$ cat src/rtl/program_loader.sv
// program_loader: boot sequencer for a small processor core.
// Clears the register file, streams a program into instruction memory,
// holds the core in reset for a fixed number of cycles, then runs it for a
// cycle budget (or until stopped) while counting elapsed run cycles.
//
// Ports
//   clk, reset        : clock, asynchronous active-low reset
//   start, stop       : begin boot sequence / end run early
//   ld_valid/ld_data/ld_last, ld_ready : program load stream (valid/ready)
//   imem_we/imem_addr/imem_wdata       : instruction-memory write port
//   rf_we/rf_addr/rf_wdata             : register-file clear port
//   core_reset        : active-high reset to the core (low only in RUN)
//   cycle_count       : RUN cycles elapsed (saturating)
//   busy, done, error : status flags
module program_loader #(
    parameter int unsigned DWIDTH     = 32,
    parameter int unsigned AWIDTH     = 32,
    parameter int unsigned IMEM_DEPTH = 256,
    parameter int unsigned NUM_REGS   = 32,
    parameter int unsigned RESET_HOLD = 2,
    parameter int unsigned RUN_CYCLES = 95,
    localparam int unsigned RW        = (NUM_REGS > 1) ? $clog2(NUM_REGS) : 1
) (
    input  logic              clk,
    input  logic              reset,
    input  logic              start,
    input  logic              stop,
    input  logic              ld_valid,
    input  logic [DWIDTH-1:0] ld_data,
    input  logic              ld_last,
    output logic              ld_ready,
    output logic              imem_we,
    output logic [AWIDTH-1:0] imem_addr,
    output logic [DWIDTH-1:0] imem_wdata,
    output logic              rf_we,
    output logic [RW-1:0]     rf_addr,
    output logic [DWIDTH-1:0] rf_wdata,
    output logic              core_reset,
    output logic [31:0]       cycle_count,
    output logic              busy,
    output logic              done,
    output logic              error
);

    // Word counter must be able to reach IMEM_DEPTH to detect overflow.
    localparam int unsigned WCW = $clog2(IMEM_DEPTH + 1);
    localparam int unsigned HCW = (RESET_HOLD > 1) ? $clog2(RESET_HOLD) : 1;

    typedef enum logic [2:0] {
        S_IDLE,
        S_CLR_RF,
        S_LOAD,
        S_HOLD,
        S_RUN,
        S_DONE,
        S_ERR
    } state_e;

    state_e           state_q, state_d;
    logic [RW-1:0]    rf_cnt_q, rf_cnt_d;
    logic [WCW-1:0]   word_cnt_q, word_cnt_d;
    logic [HCW-1:0]   hold_cnt_q, hold_cnt_d;
    logic [31:0]      cycle_cnt_q, cycle_cnt_d;
    logic             imem_we_c;

    logic ld_ready_q, rf_we_q, core_reset_q, busy_q, done_q, error_q;

    // State and counter registers; status flags are decoded from the next state.
    always_ff @(posedge clk or negedge reset) begin
        if (!reset) begin
            state_q      <= S_IDLE;
            rf_cnt_q     <= '0;
            word_cnt_q   <= '0;
            hold_cnt_q   <= '0;
            cycle_cnt_q  <= '0;
            ld_ready_q   <= 1'b0;
            rf_we_q      <= 1'b0;
            core_reset_q <= 1'b1;
            busy_q       <= 1'b0;
            done_q       <= 1'b0;
            error_q      <= 1'b0;
        end else begin
            state_q      <= state_d;
            rf_cnt_q     <= rf_cnt_d;
            word_cnt_q   <= word_cnt_d;
            hold_cnt_q   <= hold_cnt_d;
            cycle_cnt_q  <= cycle_cnt_d;
            ld_ready_q   <= (state_d == S_LOAD);
            rf_we_q      <= (state_d == S_CLR_RF);
            core_reset_q <= (state_d != S_RUN);
            busy_q       <= (state_d == S_CLR_RF) || (state_d == S_LOAD) ||
                            (state_d == S_HOLD)   || (state_d == S_RUN);
            done_q       <= (state_d == S_DONE);
            error_q      <= (state_d == S_ERR);
        end
    end

    // Next-state and counter logic.
    always_comb begin
        state_d     = state_q;
        rf_cnt_d    = rf_cnt_q;
        word_cnt_d  = word_cnt_q;
        hold_cnt_d  = hold_cnt_q;
        cycle_cnt_d = cycle_cnt_q;
        imem_we_c   = 1'b0;

        case (state_q)
            S_IDLE, S_DONE, S_ERR: begin
                if (start) begin
                    state_d     = S_CLR_RF;
                    rf_cnt_d    = '0;
                    word_cnt_d  = '0;
                    hold_cnt_d  = '0;
                    cycle_cnt_d = '0;
                end
            end
            S_CLR_RF: begin
                if (rf_cnt_q == RW'(NUM_REGS - 1)) begin
                    state_d = S_LOAD;
                end else begin
                    rf_cnt_d = rf_cnt_q + RW'(1);
                end
            end
            S_LOAD: begin
                // A valid word with memory already full is an overflow, not a write.
                if (ld_valid) begin
                    if (word_cnt_q == WCW'(IMEM_DEPTH)) begin
                        state_d = S_ERR;
                    end else begin
                        imem_we_c  = 1'b1;
                        word_cnt_d = word_cnt_q + WCW'(1);
                        if (ld_last) begin
                            state_d = S_HOLD;
                        end
                    end
                end
            end
            S_HOLD: begin
                if (hold_cnt_q == HCW'(RESET_HOLD - 1)) begin
                    state_d = S_RUN;
                end else begin
                    hold_cnt_d = hold_cnt_q + HCW'(1);
                end
            end
            S_RUN: begin
                // The current cycle is counted whether the run ends by stop or budget.
                if (cycle_cnt_q != '1) begin
                    cycle_cnt_d = cycle_cnt_q + 32'd1;
                end
                if (stop) begin
                    state_d = S_DONE;
                end else if ((RUN_CYCLES != 0) && (cycle_cnt_q == 32'(RUN_CYCLES - 1))) begin
                    state_d = S_DONE;
                end
            end
            default: begin
                state_d = S_IDLE;
            end
        endcase
    end

    assign ld_ready    = ld_ready_q;
    assign imem_we     = imem_we_c;
    assign imem_addr   = AWIDTH'(word_cnt_q);
    assign imem_wdata  = ld_data;
    assign rf_we       = rf_we_q;
    assign rf_addr     = rf_cnt_q;
    assign rf_wdata    = '0;
    assign core_reset  = core_reset_q;
    assign cycle_count = cycle_cnt_q;
    assign busy        = busy_q;
    assign done        = done_q;
    assign error       = error_q;

endmodule

$ cat config.mk
export PLATFORM = sky130hd
export DESIGN_NAME = program_loader
export DESIGN_NICKNAME = d
export VERILOG_FILES = /design/src/rtl/program_loader.sv
export SDC_FILE = /design/constraint.sdc
export NUM_CORES = 1
export LEC_CHECK = 0
export CAP_MARGIN = 10
export CORE_MARGIN = 4
export CORE_UTILIZATION = 64
export CTS_CLUSTER_SIZE = 20
export DETAILED_ROUTE_END_ITERATION = 8
export DONT_BUFFER_PORTS = 1
export PLACE_DENSITY = 0.8
export SYNTH_ARGS = -nofsm -noshare
export SYNTH_HDL_FRONTEND = slang
export SYNTH_SLANG_ARGS = --single-unit
$ cat constraint.sdc
create_clock -name clk -period 3.6 [get_ports clk]
set_input_delay 0.72 -clock clk [delete_from_list [all_inputs] [get_ports clk]]
set_output_delay 0.72 -clock clk [all_outputs]
set_load 0.005 [all_outputs]
==> results_dict.tcl <==
set metrics [dict create \
    critPathLaunch "state_q[2]$_DFF_PN0_" \
    synth-edff-count 0 \
    max_cap_viol_count 0 \
    ys_types 50 \
    synth_warnings 0 \
    rows 27 \
    netlist_instances 424 \
    crit_required_ns 3.84 \
    clock_latency_ns 0.31 \
    cts_root_buf "clkbuf_8" \
    holdBufCountCts 0 \
    die_y_um 85.0 \
    syn_area_sq_um 3790 \
    r2r_end "cycle_count[29]$_DFFE_PN0P_" \
    hold_viol 0 \
    p_sw_share_pct 42.5 \
    cts_buffers 5 \
    synth_area_per_cell_sq_um 8.94 \
    setup_slack_ns 0.757 \
    grtUsageTotal_pct 19.9 \
    drive_gt1_share_pct 4.70 \
    finalWeightedCongestion 0.837 \
    grt_overflow 0 \
    crit_type "reg2reg" \
    hold_class "in2async" \
    vias 2767 \
    io_pins 178 \
    synth-seq-area-share_pct 37.0 \
    seq_power_share_pct 57.9 \
    endpoint "cycle_count[29]$_DFFE_PN0P_" \
    comb_power_share_pct 25.8 \
    ys_ff_latch 56 \
    fmax_mhz 352 \
    p_switching_mw 0.949 \
    grt_max_degree 57 \
    drt_iter0_drc 254 \
    grt_use_met2_pct 31.9 \
    worstRegToRegCells 5 \
    clockPowerShare_pct 16.3 \
    antennaDiodeCount 0 \
    grt_pass1_vias 2370 \
    ant_nets 0 \
    rsz0062_at_grt "no" \
    post_cts_buffers 0 \
    end_kind "flip-flop" \
    path_clk_slew_ns 0.10 \
    final_nets 426 \
    setup_tns_ns 0 \
    rrSetupSlack_ns 0.76 \
    met1_usage_pct 26.3 \
    avgViaCountPerCell 6.08 \
    finalNonFillerCells 455 \
    p_total_mw 2.23 \
    syn_to_final_growth_pct -8.28 \
    drc 0 \
    critPathLaunchType "flip-flop" \
    clock_sinks 56 \
    tightest_slew_ns 0.779 \
    ys.flop_type "dfrtp_1" \
    leakagePower_nw 1.49 \
    async_flop_share_pct 100 \
    wl_per_cell_um 16.7 \
    relSlewSlack_pct 48.0 \
    tritoncts "yes" \
    maxSlewViolCount 0 \
    drt-pass1-iter-count 4 \
    power_density_nw_per_um2 641 \
    fin_crit_sh_pct 79.0 \
    grtUsageMet3_pct 5.92 \
    initial_utilization_pct 67.2 \
    place_inst 447 \
    pre_cts_ws_ns 0.759 \
    finalSetupViolCount 0 \
    io_buffers 0 \
    hold_ws_ns 0.0932 \
    critPathMaxFanout 15 \
    core-area_sq_um 5640 \
    status "finished clean" \
    cell_internal_pwr_mw 1.28 \
    cts_resized 0 \
    grt_first_pass_wirelength_mm 11.9 \
    fillCellCount 485 \
    critPathArrivalTime_ns 3.08 \
    dp_hpwl_mm 5.38 \
    fin_skew_ns 0.00452 \
    finalCriticalPeriod_ns 2.84 \
    clockBufferDepth 2 \
    timing.rr.start "state_q[2]$_DFF_PN0_" \
    antenna_found_initial 0 \
    wl_mm 7.58 \
    htree_levels 2 \
    busiest_layer "met2" \
    die_w_um 85.0 \
    ir_worst_vdd_mv 0.381 \
    die-area_sq_um 7220 \
]
[registers in the layout, indices dropped and copies added, names as in the netlist, 3 cells and up]
signal	cells
word_cnt_q	9
rf_addr	5
cycle_count	32
state_q	3
[through the flow]
| stage | cell area, sq um | util, % |
|---|---|---|
| 6_report | 3480 | 61.6 |
| 5_1_grt | 3480 | 61.6 |
| 4_1_cts | 3480 | 61.6 |
| 3_5_place_dp | 3380 | 60.0 |
| 3_3_place_gp | 3380 | 60.0 |
| 2_1_floorplan | 3990 | - |
[worst min path at each step]
stage                from                           to  slack, ns  cells after the start
global placement    reset    word_cnt_q[7]$_DFFE_PN0P_       0.43                      0
global route        reset  cycle_count[14]$_DFFE_PN0P_       0.07                      0
CTS                 reset    word_cnt_q[7]$_DFFE_PN0P_       0.08                      0
floorplan           reset               busy$_DFF_PN0_       0.42                      0
detailed placement  reset    word_cnt_q[7]$_DFFE_PN0P_       0.43                      0
finish              reset    word_cnt_q[7]$_DFFE_PN0P_       0.09                      0
[critical path, cell delays in order (launching register included)]
cell and delay (ns):
dfrtp_1 0.57, or3b_4 0.47, or4_1 0.70, a2111o_1 0.53, or3_1 0.37, a21oi_1 0.14
[synth_stat cells (all sizes together) (6+ instances only)]
cell	number	area share (%)
ha	6	2.0
clkbuf	18	1.8
buf	89	18
nor2	25	2.5
dfrtp	55	36
o21ai	18	2.4
inv	8	0.79
nand4	22	3.6
nor4	7	1.2
and4	7	1.6
nand2b	6	0.99
or3	13	2.1
nand3	18	2.4
a21oi	18	2.4
xnor2	18	4.2
nand2	25	2.5
[routing by layer]
metal  up-vias  share of wire (%)
met3        13                9.3
met5         -                  0
met2       129                 50
li1       1277                  -
met4         0                1.3
met1      1348                 40
[logic make-up after synthesis]
| group | after synthesis | share of synthesized area [%] |
|---|---|---|
| other | 1 | 0.0989 |
| buffers and inverters | 115 | 20.2 |
| flip-flops | 56 | 37.0 |
| XOR/XNOR | 23 | 5.31 |
| AND/OR/NAND/NOR | 156 | 23.1 |
| AO/OA/AOI/OAI | 59 | 9.80 |
| multiplexers | 7 | 2.21 |
| adder cells (fa/ha/maj) | 7 | 2.24 |
[cells in the final DEF, fill, tap and decap left out, drive strengths merged, types with 6 or more instances in the layout]
master  count
a21oi      18
and4        7
clkbuf      7
conb       55
dfrtp      55
ha          6
inv         8
nand2      25
nand2b      6
nand3      18
nand4      22
nor2       25
nor4        7
o21ai      18
or3        13
xnor2      18
[cell type report]
cell class,instances,area (sq um),share of cell area (%)
multi-input combinational,307,1830,52.6
sequential,56,1400,40.3
tap,72,90.1,2.59
clock buffer,7,86.3,2.48
timing repair buffer,4,30.0,0.864
inverter,8,30.0,0.864
clock inverter,1,7.51,0.216
[power by group through the flow]
stage	clock network, mW	registers [mW]	logic [mW]
2_1_floorplan	0	1.13	0.614
5_1_grt	0.393	1.34	0.673
6_report	0.363	1.29	0.576
3_3_place_gp	0	1.29	0.554
4_1_cts	0.371	1.29	0.578
3_5_place_dp	0	1.30	0.576
(Power assumes the default switching activity.)
